[src/rtl/serial_link_cfg_regs.sv]
// serial_link_cfg_regs: configuration register block for a serial link.
//   Register map (full 32-bit decode, anything else errors):
//     0x000 Status       : [0] link_up_i (RO), [1] train_done sticky (W1C),
//                          [2] train_start (WO, reads 0), [31] lock
//     0x008 TrainingMask : [NumLanes-1:0] RW -> training_mask_o
//     0x010 Delay        : [DelayWidth-1:0] RW -> delay_o (+ delay_update_o pulse)
//   Ports:
//     clk_i, rst_i                  clock, async active-high reset
//     req_valid_i/req_ready_o       request handshake (one outstanding)
//     req_write_i/addr/wdata/wstrb  request payload, byte strobes
//     rsp_valid_o/rsp_ready_i       response handshake, latency 1
//     rsp_rdata_o/rsp_error_o       response payload
//     link_up_i, train_done_i       link status inputs
//     training_mask_o, delay_o, delay_update_o, train_start_o  link controls
//   Build option: SERIAL_LINK_CFG_LOCK_EN adds the Status[31] lock, which
//   makes TrainingMask/Delay writes error until reset.
module serial_link_cfg_regs #(
  parameter int unsigned NumLanes   = 8,
  parameter int unsigned DelayWidth = 5
) (
  input  logic                  clk_i,
  input  logic                  rst_i,
  input  logic                  req_valid_i,
  output logic                  req_ready_o,
  input  logic                  req_write_i,
  input  logic [31:0]           req_addr_i,
  input  logic [31:0]           req_wdata_i,
  input  logic [3:0]            req_wstrb_i,
  output logic                  rsp_valid_o,
  input  logic                  rsp_ready_i,
  output logic [31:0]           rsp_rdata_o,
  output logic                  rsp_error_o,
  input  logic                  link_up_i,
  input  logic                  train_done_i,
  output logic [NumLanes-1:0]   training_mask_o,
  output logic [DelayWidth-1:0] delay_o,
  output logic                  delay_update_o,
  output logic                  train_start_o
);

  localparam logic [31:0] AddrStatus = 32'h0000_0000;
  localparam logic [31:0] AddrMask   = 32'h0000_0008;
  localparam logic [31:0] AddrDelay  = 32'h0000_0010;

  logic                  rsp_valid_q, rsp_valid_d;
  logic [31:0]           rsp_rdata_q, rsp_rdata_d;
  logic                  rsp_error_q, rsp_error_d;
  logic [NumLanes-1:0]   mask_q, mask_d;
  logic [DelayWidth-1:0] delay_q, delay_d;
  logic                  delay_update_q, delay_update_d;
  logic                  train_start_q, train_start_d;
  logic                  done_q, done_d;
  logic                  train_done_prev_q, train_done_prev_d;

  logic        accept;
  logic        hit_status, hit_mask, hit_delay;
  logic        done_rise;
  logic        lock_bit;
  logic [31:0] byte_mask;
  logic [31:0] status_rdata;
  logic        unused_ok;

`ifdef SERIAL_LINK_CFG_LOCK_EN
  logic lock_q, lock_d;
  assign lock_bit = lock_q;
`else
  assign lock_bit = 1'b0;
`endif

  assign accept       = req_valid_i && !rsp_valid_q;
  assign hit_status   = (req_addr_i == AddrStatus);
  assign hit_mask     = (req_addr_i == AddrMask);
  assign hit_delay    = (req_addr_i == AddrDelay);
  assign done_rise    = train_done_i && !train_done_prev_q;
  assign byte_mask    = {{8{req_wstrb_i[3]}}, {8{req_wstrb_i[2]}},
                         {8{req_wstrb_i[1]}}, {8{req_wstrb_i[0]}}};
  assign status_rdata = {lock_bit, 28'b0, 1'b0, done_q, link_up_i};
  assign unused_ok    = ^{req_wdata_i, byte_mask};

  always_comb begin
    rsp_valid_d       = rsp_valid_q;
    rsp_rdata_d       = rsp_rdata_q;
    rsp_error_d       = rsp_error_q;
    mask_d            = mask_q;
    delay_d           = delay_q;
    delay_update_d    = 1'b0;
    train_start_d     = 1'b0;
    done_d            = done_q;
    train_done_prev_d = train_done_i;
`ifdef SERIAL_LINK_CFG_LOCK_EN
    lock_d            = lock_q;
`endif

    if (rsp_valid_q && rsp_ready_i) begin
      rsp_valid_d = 1'b0;
      rsp_rdata_d = '0;
      rsp_error_d = 1'b0;
    end

    // accept and response handshake are mutually exclusive (ready = !rsp_valid)
    if (accept) begin
      rsp_valid_d = 1'b1;
      rsp_rdata_d = '0;
      rsp_error_d = 1'b0;
      if (!(hit_status || hit_mask || hit_delay)) begin
        rsp_error_d = 1'b1;
      end else if (!req_write_i) begin
        if (hit_status)    rsp_rdata_d = status_rdata;
        else if (hit_mask) rsp_rdata_d = 32'(mask_q);
        else               rsp_rdata_d = 32'(delay_q);
      end else if (hit_status) begin
        if (req_wstrb_i[0] && req_wdata_i[1]) done_d        = 1'b0;
        if (req_wstrb_i[0] && req_wdata_i[2]) train_start_d = 1'b1;
`ifdef SERIAL_LINK_CFG_LOCK_EN
        if (req_wstrb_i[3] && req_wdata_i[31]) lock_d = 1'b1;
`endif
      end else if (lock_bit) begin
        rsp_error_d = 1'b1;
      end else if (hit_mask) begin
        mask_d = (mask_q & ~byte_mask[NumLanes-1:0])
               | (req_wdata_i[NumLanes-1:0] & byte_mask[NumLanes-1:0]);
      end else if (|byte_mask[DelayWidth-1:0]) begin
        delay_d        = (delay_q & ~byte_mask[DelayWidth-1:0])
                       | (req_wdata_i[DelayWidth-1:0] & byte_mask[DelayWidth-1:0]);
        delay_update_d = 1'b1;
      end
    end

    // a new training-done edge overrides a same-cycle W1C
    if (done_rise) done_d = 1'b1;
  end

  always_ff @(posedge clk_i or posedge rst_i) begin
    if (rst_i) begin
      rsp_valid_q       <= 1'b0;
      rsp_rdata_q       <= '0;
      rsp_error_q       <= 1'b0;
      mask_q            <= '1;
      delay_q           <= '0;
      delay_update_q    <= 1'b0;
      train_start_q     <= 1'b0;
      done_q            <= 1'b0;
      train_done_prev_q <= 1'b0;
`ifdef SERIAL_LINK_CFG_LOCK_EN
      lock_q            <= 1'b0;
`endif
    end else begin
      rsp_valid_q       <= rsp_valid_d;
      rsp_rdata_q       <= rsp_rdata_d;
      rsp_error_q       <= rsp_error_d;
      mask_q            <= mask_d;
      delay_q           <= delay_d;
      delay_update_q    <= delay_update_d;
      train_start_q     <= train_start_d;
      done_q            <= done_d;
      train_done_prev_q <= train_done_prev_d;
`ifdef SERIAL_LINK_CFG_LOCK_EN
      lock_q            <= lock_d;
`endif
    end
  end

  assign req_ready_o     = !rsp_valid_q;
  assign rsp_valid_o     = rsp_valid_q;
  assign rsp_rdata_o     = rsp_rdata_q;
  assign rsp_error_o     = rsp_error_q;
  assign training_mask_o = mask_q;
  assign delay_o         = delay_q;
  assign delay_update_o  = delay_update_q;
  assign train_start_o   = train_start_q;

endmodule

[config.mk]
export PLATFORM = sky130hd
export DESIGN_NAME = serial_link_cfg_regs
export DESIGN_NICKNAME = d
export VERILOG_FILES = /design/src/rtl/serial_link_cfg_regs.sv
export SDC_FILE = /design/constraint.sdc
export NUM_CORES = 1
export LEC_CHECK = 0
export BUFFER_PORTS_ARGS = -buffer_cell sky130_fd_sc_hd__buf_4
export CORE_MARGIN = 4
export CORE_UTILIZATION = 38
export CTS_CLUSTER_DIAMETER = 30
export CTS_CLUSTER_SIZE = 40
export DETAILED_ROUTE_END_ITERATION = 7
export PLACE_DENSITY = 0.88
export SYNTH_ARGS = -nofsm -noshare
export SYNTH_HDL_FRONTEND = slang
export SYNTH_SLANG_ARGS = --single-unit
[constraint.sdc]
create_clock -name clk_i -period 2.1 [get_ports clk_i]
set_input_delay 0.105 -clock clk_i [delete_from_list [all_inputs] [get_ports clk_i]]
set_output_delay 0.105 -clock clk_i [all_outputs]
set_load 0.05 [all_outputs]
# After elaboration in Yosys (flattened, before gate mapping)
# Cells that the tools add are included.
# classes
n_eq_ne	2
order_cmp	0
bitwise_logic	10
add_sub_neg	0
shifts	0
reduce_logical	19
div	0
muxes	27
n_mul	0
# ops
cell	count
32-bit 2-to-1 mux	2
32-bit by 4-bit equality test with 1-bit output (second input constant)	1
32-bit by 5-bit equality test with 1-bit output (second input constant)	1
32-bit zero test	1
8-bit 2-to-1 mux	4
1-bit 2-to-1 mux	21
8-bit AND	2
2-bit nonzero test	6
5-bit AND	2
5-bit AND reduction	2
8-bit NOT	1
8-bit bitwise OR	1
6-bit AND reduction	1
1-bit logical AND	5
5-bit NOT	1
5-bit bitwise OR	1
1-bit zero test	2
1-bit logical OR	2
1-bit NOT	2
# word_totals
wordCells	67
rom_bits	0
latch_bits	0
mem_count	0
ram_bits	0
register_bits	51
in_bits	75
out_inout_bits	50

# Logic depth before layout (Yosys ltp)
# Gate-level depths: netlist of run 1.
# depth
depth_word	7
depth_mapped	6

# Least setup slack after synthesis of run 1
# No wires, ideal clock.
# synth_path
kind	register -> register
from	reg rsp_valid_q (netlist: rsp_valid_o)
to	reg rsp_rdata_q[5] (netlist: rsp_rdata_o[5])
path_slack_ns	0.328
path_stages_with_launch	5
required_ns	2.031
arrival_ns	1.703
setup_ns	0.069
path_buffers	0
path_cell_list	dfrtp_1 -> inv_1 -> nand2_1 -> nor4_4 -> a32o_1
# synth_via
elab_chain_len	3
elab_cells_between_ends	5
classes_between	mux (1); reduce/logical (4)
# synth_lines
item	line	rtl
start: declaration	45	logic rsp_valid_q, rsp_valid_d;
start signal: assignment	148	rsp_valid_q <= rsp_valid_d;
1-bit zero test (*)	-	
net req_ready_o	24	output logic req_ready_o,
1-bit logical AND (*)	70	assign accept = req_valid_i && !rsp_valid_q;
32-bit 2-to-1 mux / 2-bit nonzero test (equally long branches)	-	
end signal: assignment	149	rsp_rdata_q <= rsp_rdata_d;
end: declaration	46	logic [31:0] rsp_rdata_q, rsp_rdata_d;
# Mark *: on every way through the listed nets, which the timed path passes. The rest lies on a longest branch.
# A chain may end at the register's enable or synchronous reset.

==> results of run 1 <==
[layout make-up]
cell class | count | area, µm²
Clock inverter | 1 | 7.51
Fill cell | 341 | 1620
Clock buffer | 3 | 41.3
Sequential cell | 27 | 686
Inverter | 5 | 18.8
Timing Repair Buffer | 78 | 591
Multi-Input combinational cell | 91 | 637
Tap cell | 48 | 60.1
[stage by stage]
step	util	std cells
2_1_floorplan	-	149
3_3_place_gp	0.539	247
3_5_place_dp	0.539	247
4_1_cts	0.557	253
5_1_grt	0.557	253
6_report	0.557	253
[worst register-to-register path: stages, from the launching register on]
cell and delay (ns):
dfrtp_1 0.44, nor2b_1 0.32, and3_1 0.21, nand3_1 0.23, inv_1 0.16, mux2_2 0.34
[layer usage]
layer | GRT usage | wire length, µm | vias to the layer above
met4 | 0.0277 | 19 | 0
met1 | 0.179 | 1430 | 565
met5 | 0 | 0 | -
met3 | 0.0246 | 198 | 2
li1 | - | - | 575
met2 | 0.263 | 1920 | 40
[how the worst max path moves through the flow]
stage	start	to	slack (ns)	cells after the start
3_5_place_dp	req_addr_i[29]	register	0.29	6
6_report	rsp_valid_o	register	0.30	5
2_1_floorplan	rsp_valid_o	rsp_rdata_o[5]	0.33	4
4_1_cts	rsp_valid_o	register	0.29	5
5_1_grt	rsp_valid_o	register	0.12	5
3_3_place_gp	req_addr_i[29]	register	0.30	6
[report_power, final]
part	leakage (µW)	total, µW	internal, µW	switching, µW
sequential	0.000336	535	528	6.35
combinational	0.000691	279	85.5	193
clock	0.0000217	295	134	161
[cell families (layout without fill, tap and decap cells)]
kind of cell,after synthesis,count (layout)
AO/OA/AOI/OAI,20,20
AND/OR/NAND/NOR,33,33
other,1,24
flip-flops,27,27
buffers and inverters,31,87
multiplexers,14,14
[placed cells by master, fill, tap and decap left out, types with 3 or more instances in the layout]
master | synthesis | final
inv_1 | 5 | 5
a22o_1 | 8 | 8
a32o_1 | 3 | 3
nand2_1 | 3 | 3
nor2b_1 | 4 | 4
dfrtp_1 | 19 | 19
nor4_1 | 6 | 6
dfstp_2 | 8 | 8
clkbuf_8 | 0 | 3
mux2_2 | 13 | 13
nor2_1 | 5 | 5
conb_1 | 1 | 24
buf_4 | 24 | 76
[synthesized netlist by cell type (all sizes together)]
master / instances
buf: 25
dfrtp: 19
mux2: 13
a22o: 8
dfstp: 8
nor4: 8
inv: 5
nor2: 5
nor2b: 4
a32o: 3
and4: 3
nand2: 3
nor3: 3
a211oi: 2
a21oi: 2
a31oi: 2
nand3: 2
nand4: 2
o21ai: 2
a31o: 1
and2: 1
and3: 1
and4b: 1
clkbuf: 1
conb: 1
mux2i: 1
[timing repair]
action,4_1_cts,5_1_grt
hold buffers,2,0
resized for setup,0,0
endpoints found under the hold margin,20,0
==> reports/results.ini, run 1 <==
[clock_tree]
clk_latency_ns = 0.27
post_cts_buffers = 0
clock-sinks = 27
clockRootBuffer = clkbuf_8
cts_tree = built
numCtsBuffers = 3
clk_pin_slew_worst_paths_ns = 0.10
cts_buffer_depth = 2
h-tree-depth = 1

[logic_synthesis]
yosysTopAreaCell = dfrtp_1
synth_top_family_by_area = simple AND/OR/NAND/NOR gates
postSynthAreaPerCell_um2 = 11.5
ys_ff_latch = 27
yosys.area_share.simple = 0.162
yosys.area_share.xor_xnor = 0
synthAdderAreaFrac = 0
synthMuxAreaShare = 0.108
syn_area_um2 = 1440
synth-seq-area-share = 0.475
yosysWarnings = 0
synth_compound_area_frac = 0.108
synth.area.top_cells = dfrtp_1 33%, dfstp_2 15%, buf_4 12%, mux2_2 10%, a22o_1 4.9%
synth_top_area_share = 0.329
synth.distinct_cells = 30
netlist_instances = 126

[run_status]
status = finished, final reports clean

[critical_path]
startpoint_type = register
timing.rr.start = rsp_valid_o
end_kind = register
crit_fanout = 6
critPathSlowestCell = dfrtp_1
critical_path_class = register to register
cp_cell_sequence = nor2b_1 > and3_1 > nand3_1 > inv_1 > mux2_2
path_buf_inv = 1
arrival_ns = 1.96
critPathTopFamily = simple AND/OR/NAND/NOR gates
max_stage_delay_ns = 0.44
rr_worst_depth = 5
timing.critical_path.required_ns = 2.26
r2r_slack_ns = 0.30

[power_and_ir_drop]
pwr_density_cell_nw_per_um2 = 543
leakagePower_uw = 0.00105
max-vdd-ir-drop_uv = 415
totalPowerFinal_uw = 1110

[sta]
setup_viol = 0
report.final.slew_viol_count = 0
clock.fmax_mhz = 556
tns_ns = 0
max_slew_margin = 0.550
fin_ws_ns = 0.302
finalHoldViolCount = 0
hold_slack_ns = 0.0145
worst_slew_pin_slew_ns = 0.675
skew_ns = 0.00451
layout_min_cycle_time_ns = 1.80
rsz0062_at_grt = no
fin_crit_sh = 0.856

[routing]
drtIter0Drc = 20
ant_nets = 0
drt_wl_total_um = 3570
drc = 0
vias_per_cell = 4.67
dr.pass1.iters = 4
vias = 1182
wire_per_inst_um = 14.1

[job]
cap_viol_max_count = 0

[floorplan]
dieArea_um2 = 4850
fp.coreArea_um2 = 3660
die_y_um = 69.6
initial_core_util = 0.394
io_pins = 125
die_w_um = 69.6
rows = 22

[global_route]
overflow = 0
antenna_found_initial = 0
grt_pass1_vias = 1272
grt_pass1_wl_um = 5840
grt_max_degree = 28
track_usage = 0.144

[place]
dp_slack_ns = 0.294
dpl-instance-area_um2 = 1970
routabilityCongestion = 0.841
port_buffers = 73
dp.final_hpwl_um = 2930

[worst_hold_path]
hold_path_end = rsp_valid_o
holdPathStages = 2
hp-class = input port to register
holdCritStartpoint = rsp_ready_i

[finish]
antenna_cells = 0
area_growth_pct = 41.3
layout-drive-gt1-share = 0.517
fin_nets = 281
fin_area_um2 = 2040

Note: power is estimated with default switching activity, not from simulation.
==> inputs of run 2 (changes only) <==
Settings changed: RECOVER_POWER set to 50, SKIP_CTS_REPAIR_TIMING set to 1, SLEW_MARGIN set to 10.
==> reports/results.ini, run 2 (same netlist as run 1, synthesis figures left out) <==
[run_status]
status = finished, final reports clean

[critical_path]
cp_cell_sequence = nor2b_1 > and3_1 > nand3_1 > inv_1 > mux2_2
timing.critical_path.required_ns = 2.26
rr_worst_depth = 5
arrival_ns = 1.96
end_kind = register
r2r_slack_ns = 0.30
crit_fanout = 6
critPathSlowestCell = dfrtp_1
max_stage_delay_ns = 0.44
startpoint_type = register
critical_path_class = register to register
timing.rr.start = rsp_valid_o

[power_and_ir_drop]
pwr_density_cell_nw_per_um2 = 553
max-vdd-ir-drop_uv = 415
totalPowerFinal_uw = 1100
leakagePower_uw = 0.000998

[finish]
antenna_cells = 0
finish.utilization = 0.545
layout_commonest_cell = buf_4
fin_area_um2 = 2000
fin_nets = 281
layout-drive-gt1-share = 0.459
area_growth_pct = 38.2
final_cell_mix = 62 x buf_4, 24 x conb_1, 19 x dfrtp_1

[routing]
vias_per_cell = 4.68
ant_nets = 0
drc = 0
dr.pass1.iters = 4
drt_wl_total_um = 3580
wire_per_inst_um = 14.1
vias = 1185
drtIter0Drc = 19

[clock_tree]
cts_tree = built
h-tree-depth = 1
numCtsBuffers = 3
clk_latency_ns = 0.27
clock-sinks = 27
cts_buffer_depth = 2
clk_pin_slew_worst_paths_ns = 0.10
clockRootBuffer = clkbuf_8

[worst_hold_path]
holdPathStages = 2
hp-class = input port to register
holdCritStartpoint = rsp_ready_i
hold_path_end = rsp_valid_o

[global_route]
track_usage = 0.144
grt_pass1_vias = 1273
antenna_found_initial = 0
grt_max_degree = 28
grt_pass1_wl_um = 5820
overflow = 0

[sta]
fin_crit_sh = 0.855
finalHoldViolCount = 0
skew_ns = 0.00453
layout_min_cycle_time_ns = 1.80
max_slew_margin = 0.0596
fin_ws_ns = 0.305
tns_ns = 0
worst_slew_pin_slew_ns = 1.41
clock.fmax_mhz = 557
rsz0062_at_grt = no
setup_viol = 0
report.final.slew_viol_count = 0

[floorplan]
die_w_um = 69.6
dieArea_um2 = 4850
fp.coreArea_um2 = 3660
die_y_um = 69.6
io_pins = 125
initial_core_util = 0.394
rows = 22

[place]
dp.final_hpwl_um = 2930
dpl-instance-area_um2 = 1970
port_buffers = 73
dp_slack_ns = 0.294
routabilityCongestion = 0.841

[job]
cap_viol_max_count = 0

## run 2: cell types whose count changed in the layout (fill, tap and decap cells not counted), sizes merged
| cell | change |
|---|---|
| clkbuf | +13 |
| buf | -13 |
## run 2: layout make-up
class,count,area (µm²)
Fill cell,354,1670
Sequential cell,27,686
Multi-Input combinational cell,91,637
Timing Repair Buffer,78,546
Tap cell,48,60.1
Clock buffer,3,41.3
Inverter,5,18.8
Clock inverter,1,7.51
## run 2: metrics by stage
stage | instances | hold WS, ns
floorplan | 149 | 0.136
global placement | 247 | 0.185
detailed placement | 247 | 0.189
CTS | 251 | -0.109
global route | 253 | 0.0193
finish | 253 | 0.0145
## run 2: worst max-delay path: cells and delay by family (launching register included)
kind / cells / cell delay (ns)
flops: 1 / 0.44
mux: 1 / 0.34
simple gates: 3 / 0.75
buf+inv: 1 / 0.16
## run 2: how the worst max path moves through the flow
stage,to,slack [ns],start,cells after the start
floorplan,rsp_rdata_o[5],0.33,rsp_valid_o,4
global placement,register,0.30,req_addr_i[29],6
detailed placement,register,0.29,req_addr_i[29],6
CTS,register,0.29,rsp_valid_o,5
global route,async pin,0.06,rst_i,4
finish,register,0.30,rsp_valid_o,5
## run 2: power breakdown
part	leakage [µW]	switching, µW	internal, µW	total, µW
clock network	0.0000217	161	134	295
registers	0.000336	6.26	528	534
logic	0.000640	193	80.8	274
total	0.000998	360	743	1100
## run 2: per-layer routing
layer	vias to the layer above	track usage	share of wire
met5	-	0	0
met4	0	0.0277	0.0053
met3	2	0.0246	0.058
met2	42	0.263	0.54
met1	567	0.177	0.40
li1	574	-	-
